===== config.mk =====
export PLATFORM = sky130hd
export DESIGN_NAME = countermeasure_dispatch_unit
export DESIGN_NICKNAME = d
export VERILOG_FILES = /design/src/rtl/cdu_pkg.sv /design/src/rtl/cdu_burst_sizer.sv /design/src/rtl/countermeasure_dispatch_unit.sv
export SDC_FILE = /design/constraint.sdc
export NUM_CORES = 1
export LEC_CHECK = 0
export ABC_AREA = 1
export BUFFER_PORTS_ARGS = -buffer_cell sky130_fd_sc_hd__buf_2
export CAP_MARGIN = 15
export CELL_PAD_IN_SITES_DETAIL_PLACEMENT = 0
export CELL_PAD_IN_SITES_GLOBAL_PLACEMENT = 2
export CORE_UTILIZATION = 26
export CTS_CLUSTER_SIZE = 14
export DETAILED_ROUTE_END_ITERATION = 10
export PLACE_DENSITY_LB_ADDON = 0.1
export SYNTH_ARGS = -nofsm -noshare
export SYNTH_HDL_FRONTEND = slang
export SYNTH_SLANG_ARGS = --single-unit

===== constraint.sdc =====
create_clock -name CLK -period 1.73 [get_ports CLK]
set_input_delay 0.346 -clock CLK [delete_from_list [all_inputs] [get_ports CLK]]
set_output_delay 0.346 -clock CLK [all_outputs]
set_load 0.1 [all_outputs]

===== src/rtl/cdu_pkg.sv =====
// Shared types and constants for the countermeasure dispatch unit.
// Range defaults are shared with the threat-analysis unit so both agree on metres.
package cdu_pkg;

    typedef enum logic [1:0] {
        CDU_IDLE     = 2'd0,
        CDU_DEPLOY   = 2'd1,
        CDU_COOLDOWN = 2'd2
    } cdu_state_t;

    localparam logic [1:0] BURST_CLOSE = 2'd3;
    localparam logic [1:0] BURST_MID   = 2'd2;
    localparam logic [1:0] BURST_FAR   = 2'd1;

    localparam int unsigned CLOSE_RANGE_DEF = 5000;
    localparam int unsigned MID_RANGE_DEF   = 12000;

endpackage


===== src/rtl/cdu_burst_sizer.sv =====
// Maps target distance to a flare burst size, clamped to the
// flares still on board so the inventory can never underflow.
module cdu_burst_sizer
    import cdu_pkg::*;
#(
    parameter int unsigned CLOSE_RANGE = CLOSE_RANGE_DEF,
    parameter int unsigned MID_RANGE   = MID_RANGE_DEF
) (
    input  logic [31:0] distance,
    input  logic [7:0]  inventory,
    output logic [1:0]  burst
);

    logic [1:0] range_burst;

    // Strict range compares, then clamp to inventory
    always_comb begin
        range_burst = BURST_FAR;
        if (distance < 32'(CLOSE_RANGE))
            range_burst = BURST_CLOSE;
        else if (distance < 32'(MID_RANGE))
            range_burst = BURST_MID;
        burst = range_burst;
        if (inventory < {6'd0, range_burst})
            burst = inventory[1:0];
    end

endmodule


===== src/rtl/countermeasure_dispatch_unit.sv =====
// Sequences flare bursts on threat detection: range-scaled burst,
// fixed strobe spacing, post-burst cooldown, and inventory reload.
module countermeasure_dispatch_unit
    import cdu_pkg::*;
#(
    parameter int unsigned FLARE_GAP       = 2,
    parameter int unsigned COOLDOWN_CYCLES = 10,
    parameter int unsigned CLOSE_RANGE     = CLOSE_RANGE_DEF,
    parameter int unsigned MID_RANGE       = MID_RANGE_DEF,
    parameter int unsigned MAX_FLARES      = 16,
    parameter int unsigned INIT_FLARES     = 8
) (
    input  logic        CLK,
    input  logic        RST,
    input  logic        threat_detected,
    input  logic [31:0] distance_to_target,
    input  logic        reload,
    input  logic [7:0]  reload_count,
    output logic        flare_release,
    output logic [7:0]  flares_remaining,
    output logic [31:0] last_threat_distance,
    output logic        inventory_empty,
    output logic [1:0]  CDU_state
);

    localparam int GW = $clog2(FLARE_GAP + 2);
    localparam int CW = $clog2(COOLDOWN_CYCLES + 1);

    cdu_state_t    state;
    logic [GW-1:0] gap_cnt;
    logic [CW-1:0] cool_cnt;
    logic [1:0]    released;
    logic [1:0]    burst_r;
    logic [1:0]    burst_n;
    logic [8:0]    reload_sum;

    cdu_burst_sizer #(
        .CLOSE_RANGE (CLOSE_RANGE),
        .MID_RANGE   (MID_RANGE)
    ) u_sizer (
        .distance  (distance_to_target),
        .inventory (flares_remaining),
        .burst     (burst_n)
    );

    assign reload_sum      = {1'b0, flares_remaining} + {1'b0, reload_count};
    assign flare_release   = (state == CDU_DEPLOY) && (gap_cnt == '0);
    assign inventory_empty = (flares_remaining == 8'd0);
    assign CDU_state       = state;

    // Engagement FSM with gap/cooldown counters and inventory bookkeeping
    always_ff @(posedge CLK or posedge RST) begin
        if (RST) begin
            state                <= CDU_IDLE;
            gap_cnt              <= '0;
            cool_cnt             <= '0;
            released             <= 2'd0;
            burst_r              <= 2'd0;
            flares_remaining     <= 8'(INIT_FLARES);
            last_threat_distance <= 32'd0;
        end else begin
            unique case (state)
                CDU_IDLE: begin
                    if (threat_detected && flares_remaining != 8'd0) begin
                        state                <= CDU_DEPLOY;
                        last_threat_distance <= distance_to_target;
                        burst_r              <= burst_n;
                        released             <= 2'd0;
                        gap_cnt              <= '0;
                    end else if (reload) begin
                        if (reload_sum > 9'(MAX_FLARES))
                            flares_remaining <= 8'(MAX_FLARES);
                        else
                            flares_remaining <= reload_sum[7:0];
                    end
                end
                CDU_DEPLOY: begin
                    if (gap_cnt == '0) begin
                        flares_remaining <= flares_remaining - 8'd1;
                        released         <= released + 2'd1;
                        gap_cnt          <= GW'(FLARE_GAP);
                        if (released + 2'd1 == burst_r) begin
                            state    <= CDU_COOLDOWN;
                            cool_cnt <= CW'(COOLDOWN_CYCLES - 1);
                        end
                    end else begin
                        gap_cnt <= gap_cnt - 1'b1;
                    end
                end
                CDU_COOLDOWN: begin
                    if (cool_cnt == '0)
                        state <= CDU_IDLE;
                    else
                        cool_cnt <= cool_cnt - 1'b1;
                end
                default: state <= CDU_IDLE;
            endcase
        end
    end

endmodule


**Yosys cells after proc, flatten, opt, wreduce, memory -nomap -nowiden**

Index checks and enable logic that the tools add are counted.

- Multiply operators: 0
- Shift operators: 0
- Divide/modulo/power cells: 0
- Add/sub/neg operators: 5
- $lt $le $gt $ge: 4
- Muxes and demuxes: 22
- Reduce and logical (&&, ||, !) cells: 15
- Bitwise operators: 0
- Equal/unequal tests: 10

Operators with widths:

| cell | count |
|---|---|
| $lt 32x13->1 const B | 1 |
| $lt 32x14->1 const B | 1 |
| $mux 8 | 4 |
| $mux 2 | 10 |
| $pmux 8 s2 | 1 |
| $mux 4 | 3 |
| $reduce_and 4->1 | 3 |
| $ne 2x2->1 const B | 5 |
| $add 8x8->9 | 1 |
| $gt 9x5->1 const B | 1 |
| $logic_not 8->1 | 1 |
| $lt 8x2->1 | 1 |
| $pmux 2 s2 | 2 |
| $pmux 4 s2 | 1 |
| $reduce_bool 8->1 | 1 |
| $sub 8x1->8 const B | 1 |
| $pmux 2 s3 | 1 |
| $logic_not 2->1 | 2 |
| $logic_not 4->1 | 1 |
| $ne 2x1->1 const B | 2 |
| $reduce_and 2->1 | 2 |
| $reduce_bool 2->1 | 2 |
| $sub 4x1->4 const B | 1 |
| $reduce_and 3->1 | 1 |
| 6 further kinds | 7 |

- Memories: 0
- Latch bits: 0
- Bits in registers: 52
- Bits in read-only memories: 0
- Bits of input ports: 44
- RAM bits: 0
- Word-level logic and storage cells: 63
- Output and inout port bits: 44

**Depth between registers and ports, before layout**

- Depth in word-level cells: 6
- Gate-level depth with buffers: 15
- Gate-level depth less buffers: 15

**By module**

From an unflattened synthesis, not the netlist that was laid out.

- Cells, all modules: 442
- Area total of the unflattened synthesis: 3143.0 um^2

By module, submodules not included:

| module | sequential area each (um^2) | cells an instance | times used | area each (um^2) |
|---|---|---|---|---|
| countermeasure_dispatch_unit | 1302.5 | 373 | 1 | 2841.5 |
| cdu_burst_sizer | 0.0 | 69 | 1 | 301.5 |

**Worst setup path before layout**

No wires, ideal clock.

- Kind: register -> register
- Start: reg flares_remaining[0]
- End: reg flares_remaining[4]
- Arrival time: 2476 ps
- Path buffers: 0
- Setup time: 120 ps
- Stages on the path, launching flop included: 16
- Period minus slack after synthesis: 2596 ps
- Path slack: -866 ps
- Required time: 1610 ps
- Cell sequence: dfrtp_1 > ha_1 > inv_1 > fa_1 > inv_1 > nand3_1 > nand2_1 > nand2_1 > nand2_1 > inv_1 > nand2_1 > nand2_2 > nor2_4 > nand3_1 > nand3_1 > nand2_1

- Word-level cells in the longest chain between the ends: 6
- Elaborated cells between the ends (all ways): 12
- Classes of those cells: add/sub (2); order compare (1); eq/ne (1); mux (5); reduce/logical (3)

RTL lines:

| element | RTL line | text |
|---|---|---|
| from (decl) | countermeasure_dispatch_unit.sv:20 | `output logic [7:0] flares_remaining,` |
| from (signal assigned) | countermeasure_dispatch_unit.sv:59 | `flares_remaining <= 8'(INIT_FLARES);` |
| from (signal assigned) | countermeasure_dispatch_unit.sv:72 | `flares_remaining <= 8'(MAX_FLARES);` |
| from (signal assigned) | countermeasure_dispatch_unit.sv:74 | `flares_remaining <= reload_sum[7:0];` |
| $add 8x8->9 | countermeasure_dispatch_unit.sv:46 | `assign reload_sum = {1'b0, flares_remaining} + {1'b0, reload_count};` |
| $gt 9x5->1 | countermeasure_dispatch_unit.sv:71 | `if (reload_sum > 9'(MAX_FLARES))` |
| $mux 8 | countermeasure_dispatch_unit.sv:71 |  |
| $mux 8 | countermeasure_dispatch_unit.sv:70 | `end else if (reload) begin` |
| $mux 8 | countermeasure_dispatch_unit.sv:64 | `if (threat_detected && flares_remaining != 8'd0) begin` |
| $pmux 8 s2 | countermeasure_dispatch_unit.sv:62 | `unique case (state)` |

Several ways; a longest one is shown, not always the timed one. The select of a mux whose other input is x is not followed.
A chain may end at the register's enable or synchronous reset.

**Worst setup path in the final report**

- Start: reg flares_remaining[0]
- End: reg flares_remaining[7]

Same word-level chain as after synthesis.

==> results.md <==
- The run finished, with violations left.
- The checks that failed: negative setup slack.
- After routing, the total negative slack on setup checks comes to -4440 ps.
- The number of max-cap violations is 0.
- The count of pins over their slew limit is 0.
- The type of destination of the critical path is a flop.
- Synthesis inferred 52 register bits.
- Of the post-synthesis cell area, the dominant cell type holds 43.0%.
- The number of different library cells used by synthesis comes to 31.
- The routed length on met1 is 3780 um.
- For this design, the CTS-stage hold fixing added 0 buffers.
- The required time of the critical path is 1920 ps.
- The maximum number of pins on one net before global-route repair is 39.
- After synthesis, flip-flops and latches occupy 43.9% of the total area.
- After detailed routing, the number of vias per cell comes to 4.29.
- After detailed routing, the number of remaining DRC violations is 0.
- In this run the number of H-tree levels came out at 2.
- The post-CTS clock slew at the launch and capture registers of the worst setup and hold paths is 70 ps.
- The number of buffers added by the clock tree synthesis step is 5.
- The fraction of final layout cells with drive strength greater than 1 is 38.4%.
- The number of global-route vias before repair is 2808.
- After layout, the worst setup slack is -192 ps.
- After detailed routing, the average wire length per cell comes to 12.6 um.
- The initial antenna violation count is 0.
- During placement, the flow inserted port buffers numbering 87.
- Setup repair after global routing could not meet its margin everywhere.
- The number of standard cells in the final layout excluding fillers is 677.
- The aggregate routed wire length is 8500 um.
- The die outline height is 109 um.
- Measured in cells, the most critical reg-to-reg path has a length of 11.
- Walking the worst path, the cells encountered are buf_4 > inv_4 > ha_4 > nand2_4 > nor2_4 > buf_6 > inv_4 > nand4_4 > nand2_4 > buf_12 > o31ai_1.
- The worst-margin pin slew is 504 ps.
- In the layout the commonest cells are nand2_1, buf_2, dfrtp_1.
- The worst clock skew is 10.0 ps.
- The peak clock frequency supported by timing is 0.520 GHz.
- The final weighted congestion in routability-driven placement is 0.743.
- The global-route wire length before repair is 13200 um.
- The portion of the clock cycle consumed by the worst path in the final layout is 111%.
- In the detailed route, the total length drawn on met3 is 375 um.
- Detailed routing placed a total of 4280 um of wire on met2.
- The total die area is 11800 um2.
- Counting along the longest clock path gives a buffer depth of 2.
- The area growth from synthesis to layout is 48.9%.
- The clock period minus worst slack is 1920 ps.
- Before antenna repair, the detailed router went through 4 iterations.
- The number of nets at the end of the flow is 594.
- STA puts the critical path data arrival time at 2110 ps.
- Once placement completed, the tool counted placed cells totaling 659.
- For this configuration, the core starts out at a cell density of 27.0%.
- The cell type with the highest aggregate area in the netlist is dfrtp_1.
- The tree is rooted in a clkbuf_16.
- The number of nets in the synthesized netlist is 456.
- The logic depth of the worst setup path including buffers is 11.
- The routed layout has 2901 vias.
- The worst slew margin relative to its limit is 66.6%.
- Setup violations remaining at the end of the flow were counted as 46.
- Grouping stages by cell kind, the critical path spends the most delay in simple AND/OR/NAND/NOR gates.
- The core area is 11000 um2.
- The largest individual stage delay along the critical path comes from the cell dfrtp_2.
- The insertion delay of the later-clocked pin in the worst-skew pair is 290 ps.
- The top layer used by detailed routing is met4.
- The sum of overflow across all layers after global routing is 0.
- The synthesized area is 2970 um2.
- The final count of hold timing violations is 0.
- The critical path launch point type is a flop.
- The share of the core filled with cells in the final layout is 40.2%.
- The worst setup path is of the flop to flop kind.
- After synthesis, the cell types taking the most area are dfrtp_1, nand2_1, ha_1, nor2_1, inv_1.
- The highest net fanout along the worst path is 8.
- The worst hold path belongs to the class primary input to async pin.
- The leading cell type in the layout, fill and taps excluded is nand2_1.
- Together, buffers and inverters on the worst path number 5.
- The largest single stage delay on the critical path is 430 ps.
- The mean post-synth cell area is 7.46 um2.
- Once detail routing completed, the nets flagged for antenna violations numbered 0.
- The tree built by TritonCTS fans out to 52 sinks.
- The floorplan has 38 rows.
- The number of design-rule violations left by the first detailed-router iteration is 115.
- After technology mapping, the gate count stands at 398.
- The die is 109 um wide.
- The count of pins on the block boundary is 88.
- In the global route stage, overall resource usage came out at 14.3%.
- The number of warnings reported in the yosys synthesis log is 0.
- The estimated wirelength of the detail-placed design is 6240 um.
- The number of antenna diodes is 0.
- The clock tree from TritonCTS is done.
final timing paths:
| check | from | endpoint | slack (ps) |
|---|---|---|---|
| worst max-delay path | flares_remaining[0] | flares_remaining[7] | -190 |
| min in group CLK | distance_to_target[2] | last_threat_distance[2] | 250 |
| worst max register to register | flares_remaining[0] | flares_remaining[7] | -190 |
| worst min-delay path | RST | last_threat_distance[26] | 10 |
| worst min register to register | last_threat_distance[20] | last_threat_distance[20] | 480 |
| max in group asynchronous | RST | last_threat_distance[7] | 1170 |
Yosys cell counts:
cell / n
a21oi_1: 13
a21oi_2: 1
a22o_1: 1
buf_2: 6
buf_4: 1
buf_6: 1
dfrtp_1: 51
dfstp_2: 1
fa_1: 1
ha_1: 13
inv_1: 40
inv_2: 4
nand2_1: 152
nand2_2: 4
nand3_1: 22
nand3_2: 2
nand3b_1: 4
nand4_1: 5
nand4_4: 1
nor2_1: 43
nor2_2: 1
nor2_4: 2
nor3_1: 1
nor4_1: 1
nor4_2: 1
o21ai_0: 16
o21ai_2: 1
o22ai_1: 1
o31ai_1: 1
xnor2_1: 2
xor2_1: 5
what timing repair did:
action	in CTS	in global routing
cloned	0	4
pin swaps	1	3
gates resized for setup	1	42
buffers inserted	1	5
setup endpoints to repair	7	40
logic make-up after synthesis:
kind of cell,share of synthesized area [%]
simple gates,34.4
buf+inv,7.21
flops,43.9
compound gates,6.24
fa+ha+maj,6.16
xor+xnor,2.07
metal layers:
layer	track usage [%]	vias up
met2	25.6	50
met1	17.0	1328
met3	3.71	5
li1	-	1518
met5	0	-
met4	3.47	0
sequential cells by signal, indices dropped and copies added (netlist names):
signal / cells
gap_cnt: 2
cool_cnt: 4
burst_r: 2
CDU_state: 2
released: 2
last_threat_distance: 32
flares_remaining: 8
per-stage QoR:
step	hold WS (ps)	setup slack [ps]	cell area, um2
after floorplan	456	-495	3050
after global placement	346	-244	4010
after detailed placement	336	-236	4010
after CTS	21.0	-188	4160
after global routing	29.9	-284	4420
final	11.0	-192	4420
layout make-up:
cell class	instances	area, um2
inverters	44	191
clock inverters	1	8.76
well taps	140	175
fillers	1188	6560
multi-input cells	294	1590
flip-flops and latches	52	1310
clock buffers	7	133
repair buffers	139	1010
worst register-to-register path, stage by stage (launching register included):
cell	delay, ps
dfrtp_2	430
buf_4	160
inv_4	60
ha_4	140
nand2_4	60
nor2_4	140
buf_6	110
inv_4	30
nand4_4	180
nand2_4	160
buf_12	170
o31ai_1	200
Power is not shown: default switching activity piles up to over one toggle a cycle in this logic, so the estimate is an artifact.
